==> config.mk <==
export PLATFORM = sky130hd
export DESIGN_NAME = mux_4x1_arbiter
export DESIGN_NICKNAME = d
export VERILOG_FILES = /design/src/rtl/mux_4x1_arbiter_pkg.sv /design/src/rtl/mux_4x1.sv /design/src/rtl/mux_4x1_arbiter.sv
export SDC_FILE = /design/constraint.sdc
export NUM_CORES = 1
export LEC_CHECK = 0
export ABC_AREA = 1
export BUFFER_PORTS_ARGS = -buffer_cell sky130_fd_sc_hd__buf_4
export CORE_MARGIN = 2
export CORE_UTILIZATION = 30
export CTS_CLUSTER_DIAMETER = 50
export DETAILED_ROUTE_END_ITERATION = 6
export GPL_ROUTABILITY_DRIVEN = 1
export SETUP_SLACK_MARGIN = 0.2
export SYNTH_ARGS = -nofsm -noshare
export SYNTH_HDL_FRONTEND = slang
export SYNTH_SLANG_ARGS = --single-unit
export TNS_END_PERCENT = 20
==> constraint.sdc <==
create_clock -name clk -period 1.7 [get_ports clk]
set_input_delay 0.34 -clock clk [delete_from_list [all_inputs] [get_ports clk]]
set_output_delay 0.34 -clock clk [all_outputs]
set_load 0.02 [all_outputs]
==> src/rtl/mux_4x1_arbiter_pkg.sv <==
// Shared arbiter definitions: state encodings, requester count and index width.
package mux_4x1_arbiter_pkg;

    localparam int unsigned ARB_N     = 4;
    localparam int unsigned ARB_IDX_W = 2;

    typedef enum logic {
        ARB_IDLE  = 1'b0,
        ARB_GRANT = 1'b1
    } arb_state_e;

endpackage

==> src/rtl/mux_4x1.sv <==
// Four-input select cell; the output is the complement of the selected input.
module mux_4x1 (
    input  logic d0,
    input  logic d1,
    input  logic d2,
    input  logic d3,
    input  logic s0,
    input  logic s1,
    output logic y
);

    logic [3:0] din;

    assign din = {d3, d2, d1, d0};
    assign y   = ~din[{s1, s0}];

endmodule

==> src/rtl/mux_4x1_arbiter.sv <==
// Round-robin arbiter with bounded hold that owns one mux_4x1 and delivers the
// granted requester's data bit in true polarity.
module mux_4x1_arbiter
    import mux_4x1_arbiter_pkg::*;
#(
    parameter int unsigned MAX_HOLD = 8,
    parameter int unsigned CNT_W    = 4
) (
    input  logic             clk,
    input  logic             rst_n,
    input  logic [ARB_N-1:0] req,
    input  logic [ARB_N-1:0] d,
    output logic [ARB_N-1:0] gnt,
    output logic             s0,
    output logic             s1,
    output logic             busy,
    output logic             dout
);

    localparam logic [CNT_W-1:0] HOLD_LAST = CNT_W'(MAX_HOLD - 1);

    arb_state_e           state_q, state_d;
    logic [ARB_IDX_W-1:0] owner_q, owner_d;
    logic [ARB_IDX_W-1:0] ptr_q, ptr_d;
    logic [CNT_W-1:0]     hold_q, hold_d;
    logic [ARB_N-1:0]     gnt_q, gnt_d;
    logic [ARB_IDX_W-1:0] sel_q, sel_d;
    logic                 busy_q, busy_d;
    logic [ARB_IDX_W-1:0] idle_pick, rel_ptr, rel_pick;
    logic                 mux_y;

    // First requester at or after p, wrapping 3 -> 0.
    function automatic logic [ARB_IDX_W-1:0] rr_pick(input logic [ARB_N-1:0] r,
                                                     input logic [ARB_IDX_W-1:0] p);
        logic                 found;
        logic [ARB_IDX_W-1:0] idx;
        logic [ARB_IDX_W-1:0] win;
        found = 1'b0;
        win   = p;
        for (int unsigned i = 0; i < ARB_N; i++) begin
            idx = p + ARB_IDX_W'(i);
            if (!found && r[idx]) begin
                win   = idx;
                found = 1'b1;
            end
        end
        return win;
    endfunction

    assign idle_pick = rr_pick(req, ptr_q);
    assign rel_ptr   = owner_q + ARB_IDX_W'(1);
    assign rel_pick  = rr_pick(req, rel_ptr);

    // Next-state: grant from idle, extend, or release and re-arbitrate in one edge.
    always_comb begin
        state_d = state_q;
        owner_d = owner_q;
        ptr_d   = ptr_q;
        hold_d  = hold_q;
        gnt_d   = gnt_q;
        sel_d   = sel_q;
        busy_d  = busy_q;
        case (state_q)
            ARB_IDLE: begin
                if (|req) begin
                    state_d = ARB_GRANT;
                    owner_d = idle_pick;
                    gnt_d   = ARB_N'(1) << idle_pick;
                    sel_d   = idle_pick;
                    hold_d  = '0;
                    busy_d  = 1'b1;
                end
            end
            ARB_GRANT: begin
                if (req[owner_q] && (hold_q < HOLD_LAST)) begin
                    hold_d = hold_q + CNT_W'(1);
                end else begin
                    ptr_d = rel_ptr;
                    if (|req) begin
                        owner_d = rel_pick;
                        gnt_d   = ARB_N'(1) << rel_pick;
                        sel_d   = rel_pick;
                        hold_d  = '0;
                    end else begin
                        // Selects keep the last owner so the mux does not toggle while idle.
                        state_d = ARB_IDLE;
                        gnt_d   = '0;
                        busy_d  = 1'b0;
                    end
                end
            end
            default: state_d = ARB_IDLE;
        endcase
    end

    always_ff @(posedge clk) begin
        if (!rst_n) begin
            state_q <= ARB_IDLE;
            owner_q <= '0;
            ptr_q   <= '0;
            hold_q  <= '0;
            gnt_q   <= '0;
            sel_q   <= '0;
            busy_q  <= 1'b0;
        end else begin
            state_q <= state_d;
            owner_q <= owner_d;
            ptr_q   <= ptr_d;
            hold_q  <= hold_d;
            gnt_q   <= gnt_d;
            sel_q   <= sel_d;
            busy_q  <= busy_d;
        end
    end

    mux_4x1 u_mux (
        .d0 (d[0]),
        .d1 (d[1]),
        .d2 (d[2]),
        .d3 (d[3]),
        .s0 (sel_q[0]),
        .s1 (sel_q[1]),
        .y  (mux_y)
    );

    // The cell inverts, so re-invert and gate with busy.
    assign dout = busy_q & ~mux_y;
    assign gnt  = gnt_q;
    assign s0   = sel_q[0];
    assign s1   = sel_q[1];
    assign busy = busy_q;

endmodule

==> results of run 1 <==
==> power groups by stage <==
stage	clock, uW	combinational, uW	sequential (uW)
2_1_floorplan	0	797	468
3_3_place_gp	0	1060	450
3_5_place_dp	0	1060	453
4_1_cts	303	1120	446
5_1_grt	318	1670	469
6_report	302	1510	457
==> stage by stage <==
stage / setup slack, ns / hold WS (ns) / util (%) / cell area, sq um / setup TNS, ns
after floorplan: 0.210 / 0.444 / - / 1330 / 0
after global placement: 0.0723 / 0.458 / 35.9 / 1540 / 0
after detailed placement: 0.0501 / 0.460 / 35.9 / 1540 / 0
after CTS: 0.125 / 0.405 / 38.1 / 1640 / 0
after global routing: -0.0356 / 0.412 / 44.8 / 1920 / -0.0994
final: 0.0820 / 0.399 / 44.8 / 1920 / 0
==> cells by family (layout without fill, tap and decap cells) <==
family / after synthesis / in the layout / share of synthesized area (%)
compound gates: 30 / 30 / 13.1
fa+ha+maj: 2 / 2 / 1.90
buf+inv: 31 / 65 / 10.3
flops: 14 / 14 / 21.3
simple gates: 161 / 161 / 53.4
==> state kept, by name (all words and copies together) (netlist names) <==
name     flops
gnt          4
sel_q        2
state_q      1
ptr_q        2
busy         1
hold_q       4
==> repair_timing <==
action / in CTS / in global routing
pin swaps: 7 / 33
setup buffers: 3 / 7
setup endpoints to repair: 7 / 11
gates cloned: 0 / 1
resized for setup: 9 / 69
==> layout make-up <==
| type | count | area (sq um) | share of cell area (%) |
|---|---|---|---|
| Tap cell | 52 | 65.1 | 3.38 |
| Sequential cell | 14 | 295 | 15.4 |
| Inverter | 24 | 105 | 5.47 |
| Multi-Input combinational cell | 193 | 1120 | 58.0 |
| Clock buffer | 4 | 45.0 | 2.34 |
| Timing Repair Buffer | 37 | 297 | 15.4 |
==> cells in the mapped netlist <==
cell / number / area share [%]
a21boi_0: 1 / 0.57
a21boi_1: 1 / 0.57
a21oi_1: 9 / 3.4
a21oi_2: 2 / 1.3
buf_2: 3 / 1.1
buf_4: 2 / 1.1
buf_6: 1 / 0.86
clkbuf_1: 1 / 0.29
dfxtp_1: 14 / 21
ha_1: 2 / 1.9
inv_1: 19 / 5.4
inv_2: 5 / 1.4
nand2_1: 100 / 29
nand2_2: 9 / 4.3
nand3_1: 30 / 11
nand3_2: 2 / 1.5
nand4_1: 2 / 0.95
nor2_1: 14 / 4.0
nor2_2: 2 / 0.95
nor2_4: 2 / 1.7
o21a_1: 1 / 0.57
o21ai_0: 12 / 4.6
o21ai_1: 2 / 0.76
o21ai_2: 1 / 0.67
o221ai_1: 1 / 0.67
==> routing by layer <==
metal  track usage (%)  wire (um)
met1              18.2       1690
met2              24.2       1910
met3              1.88        108
met4              4.06         68
met5                 0          0
==> worst max-delay path: stages, from the launching register on <==
cell and delay (ns):
dfxtp_4 0.40, buf_6 0.13, nand2_2 0.07, nand2_4 0.10, nand2_2 0.07, nand2_4 0.09, nand3_1 0.12, nand3_2 0.10
nand2_2 0.07, nand2_4 0.11, nor2_1 0.05, nor2_1 0.13, a21oi_2 0.06
==> worst max-delay path by stage <==
stage | endpoint | slack (ns)
2_1_floorplan | gnt[3] | 0.21
3_3_place_gp | gnt[3] | 0.07
3_5_place_dp | gnt[3] | 0.05
4_1_cts | dout | 0.12
5_1_grt | gnt[2] | -0.04
6_report | gnt[1] | 0.08
==> flow_summary.ini, run 1 <==
[pwr]
leakage_uw = 0.00100
pwr-share-clk_pct = 13.3
p_comb_share_pct = 66.6
power_density_nw_per_um2 = 1180
sequentialPowerShare_pct = 20.1
intPower_uw = 1160
irDropWorstVdd_v = 0.000468
p_total_uw = 2270
p_sw_uw = 1110
power.share.switching_pct = 49.0

[place]
gp_congestion = 0.832
post-dp-hpwl_mm = 2.53
port_buffers = 17
dp_cells = 309

[global_route]
grt_pass1_wl_mm = 5.80
grt_usage_pct = 14.0
antenna_found_initial = 0
grt_pass1_vias = 1372
grt_max_degree = 14
grt-ovfl-total = 0

[logic_synthesis]
synth_nets = 250
ys.warnings.count = 0
syn-cell-area_sq_um = 1320
synth_cells = 238
ys_ff_latch = 14
ys_types = 25
synth.avg_cell_area_sq_um = 5.53
ys_seq_area_share_pct = 21.3

[timing]
worstMarginPinSlew_ns = 0.323
post-route-period-util_pct = 95.2
hold_viol = 0
grt_setup_unrepaired = true
skew_ns = 0.00299
max_freq_mhz = 618
setup_violations = 0
maxSlewViolCount = 0
maxSlewHeadroom_pct = 78.4
final.min_clock_period_ns = 1.62

[route]
vias = 1616
wirelength_mm = 3.77
drcViolationCount = 0
drt_iter0_drc = 57
wl_per_cell_um = 11.6
drt-vias-per-instance = 4.99
drtPass1Iterations = 6
antenna_left = 0

[layout]
areaGrowthSynthToFinish_pct = 46.2
drive_gt1_share_pct = 41.5
final_cells = 324
final_common_cell = nand2_1
final_nets = 285
layout_common_cells = nand2_1 (70), buf_4 (32), nand2_2 (26), nand3_1 (20), inv_1 (17)
nFillCells = 452
antenna_cells = 0

[floorplan]
die_x_um = 70.2
design.die.area_sq_um = 4930
core_region_area_sq_um = 4290
ios = 18
rows = 24
initial_utilization_pct = 30.6
fp.dieH_um = 70.2

[critical_path]
startpoint = sel_q[0]
crit_path_end_kind = register
crit_required_ns = 1.84
critical_path_class = register to register
worstSetupStartpointType = register
arrival_ns = 1.76
reg2reg_depth = 12
r2r-end = gnt[1]
r2r_setup_slack_ns = 0.08
r2r-start = sel_q[0]
crit_path_max_fanout = 6

[worst_hold_path]
hold_depth = 3
hold_start = rst_n
min_to = ptr_q[0]
hp-class = primary input to register

[clock_tree]
cts_tree = yes
clk_latency_ns = 0.25
htree_num_levels = 1
cts-buffers-inserted = 3
clockBufferDepth = 2
cts_sinks = 14
clk_pin_slew_ns = 0.06
cts-hold-fix-buffers = 0
root_buffer = clkbuf_8

[status]
status = finished, final reports clean

[flow_run]
cap_violations = 0
No activity file was read; power rests on OpenSTA's default activity.
==> run 2, diff against run 1 <==
CORE_MARGIN = 3   (was 2)
PLACE_DENSITY = 0.55   (was default)
==> run 2 against run 1 <==
Net effect: power grew 0.85%; sequential cell count unchanged; combinational power increased by 3%; critical path type unchanged; maximum frequency fell by 0.14%.
==> flow_summary.ini, run 2 (synthesis gave the netlist of run 1 again) <==
[status]
status = finished, final reports clean

[floorplan]
core_region_area_sq_um = 4120
die_x_um = 72.2
design.die.area_sq_um = 5210
ios = 18
fp.dieH_um = 72.2
initial_utilization_pct = 32.0
rows = 23

[critical_path]
reg2reg_depth = 12
r2r-start = sel_q[0]
crit_required_ns = 1.83
r2r_setup_slack_ns = 0.08
arrival_ns = 1.75
crit_path_max_fanout = 8
crit_path_end_kind = register
critical_path_class = register to register
r2r-end = sel_q[1]
worstSetupStartpointType = register

[pwr]
irDropWorstVdd_v = 0.000439
sequentialPowerShare_pct = 20.2
p_sw_uw = 1100
intPower_uw = 1200
power_density_nw_per_um2 = 1150
power.share.switching_pct = 47.8
p_total_uw = 2290
pwr-share-clk_pct = 11.9
p_comb_share_pct = 67.9
leakage_uw = 0.00103

[route]
drcViolationCount = 0
wl_per_cell_um = 11.6
drtPass1Iterations = 4
antenna_left = 0
drt-vias-per-instance = 4.92
wirelength_mm = 3.78
drt_iter0_drc = 100
vias = 1599

[clock_tree]
clk_latency_ns = 0.25
cts_tree = yes
root_buffer = clkbuf_8
htree_num_levels = 1
clockBufferDepth = 2
clk_pin_slew_ns = 0.06
cts_sinks = 14
cts-buffers-inserted = 3
cts-hold-fix-buffers = 0

[global_route]
grt_max_degree = 14
grt_usage_pct = 14.1
grt-ovfl-total = 0
grt_pass1_vias = 1349
antenna_found_initial = 0
grt_pass1_wl_mm = 5.93

[timing]
maxSlewHeadroom_pct = 71.7
max_freq_mhz = 617
post-route-period-util_pct = 95.3
hold_viol = 0
grt_setup_unrepaired = true
final.min_clock_period_ns = 1.62
worstMarginPinSlew_ns = 0.423
maxSlewViolCount = 0
skew_ns = 0.00620
setup_violations = 0

[worst_hold_path]
hp-class = primary input to register
min_to = ptr_q[0]
hold_depth = 3
hold_start = rst_n

[layout]
final_nets = 289
final_common_cell = nand2_1
final_cells = 325
antenna_cells = 0
layout_common_cells = nand2_1 (60), nand2_2 (38), buf_4 (34), nand3_1 (21), inv_1 (17)
areaGrowthSynthToFinish_pct = 51.9
drive_gt1_share_pct = 46.5
final_area_sq_um = 2000
nFillCells = 425

[place]
post-dp-hpwl_mm = 2.68
gp_congestion = 0.813
port_buffers = 17
post_dp_cell_area_sq_um = 1630
dp_cells = 317

[flow_run]
cap_violations = 0
[run 2: power by group through the flow]
stage               Sequential [uW]  Clock (uW)  Combinational [uW]
floorplan                       468           0                 797
global placement                450           0                1180
detailed placement              447           0                1180
CTS                             447         284                1230
global route                    470         300                1720
finish                          462         274                1560
[run 2: area by class of cell]
cell class	count	area, sq um	share of cell area, %
clock buffer	3	41.3	2.07
multi-input combinational	193	1130	56.8
timing repair buffer	41	357	17.9
inverter	24	110	5.51
sequential	14	293	14.7
tap	50	62.6	3.13
[run 2: layer usage]
layer | global-route usage (%) | wire, um
met2 | 23.2 | 1890
met5 | 0 | 0
met3 | 2.49 | 140
met4 | 3.76 | 38
met1 | 18.9 | 1710
[run 2: worst max-delay path: stages, from the launching register on]
cell      delay (ns)
dfxtp_4         0.41
inv_8           0.06
buf_6           0.11
nand2_2         0.05
nand2_2         0.07
nand2_2         0.06
nand2_2         0.06
nor2_4          0.16
o21ai_1         0.08
nand2_1         0.08
nand2_2         0.10
a21boi_1        0.17
a21oi_2         0.07
[run 2: how the worst max path moves through the flow]
stage             start        to  slack [ns]  cells after the start
2_1_floorplan  sel_q[1]    gnt[3]        0.21                     14
3_3_place_gp   sel_q[0]    gnt[2]        0.02                     14
3_5_place_dp   sel_q[0]    gnt[2]        0.03                     14
4_1_cts        sel_q[0]      dout        0.09                      6
5_1_grt        ptr_q[0]    gnt[3]       -0.04                     15
6_report       sel_q[0]  sel_q[1]        0.08                     12
[run 2: stage by stage]
| stage | TNS [ns] | hold WS, ns | utilization (%) | worst slack (ns) |
|---|---|---|---|---|
| after global placement | 0 | 0.457 | 39.6 | 0.0207 |
| after detailed placement | 0 | 0.457 | 39.6 | 0.0301 |
| final | 0 | 0.414 | 48.5 | 0.0798 |
| after global routing | -0.110 | 0.409 | 48.5 | -0.0384 |
| after floorplan | 0 | 0.444 | - | 0.210 |
| after CTS | 0 | 0.402 | 41.6 | 0.0883 |
[run 2: what timing repair did]
item	4_1_cts	5_1_grt
gates cloned	0	1
setup endpoints to repair	7	12
gates resized for setup	10	77
setup buffers	2	2
pin swaps	5	47
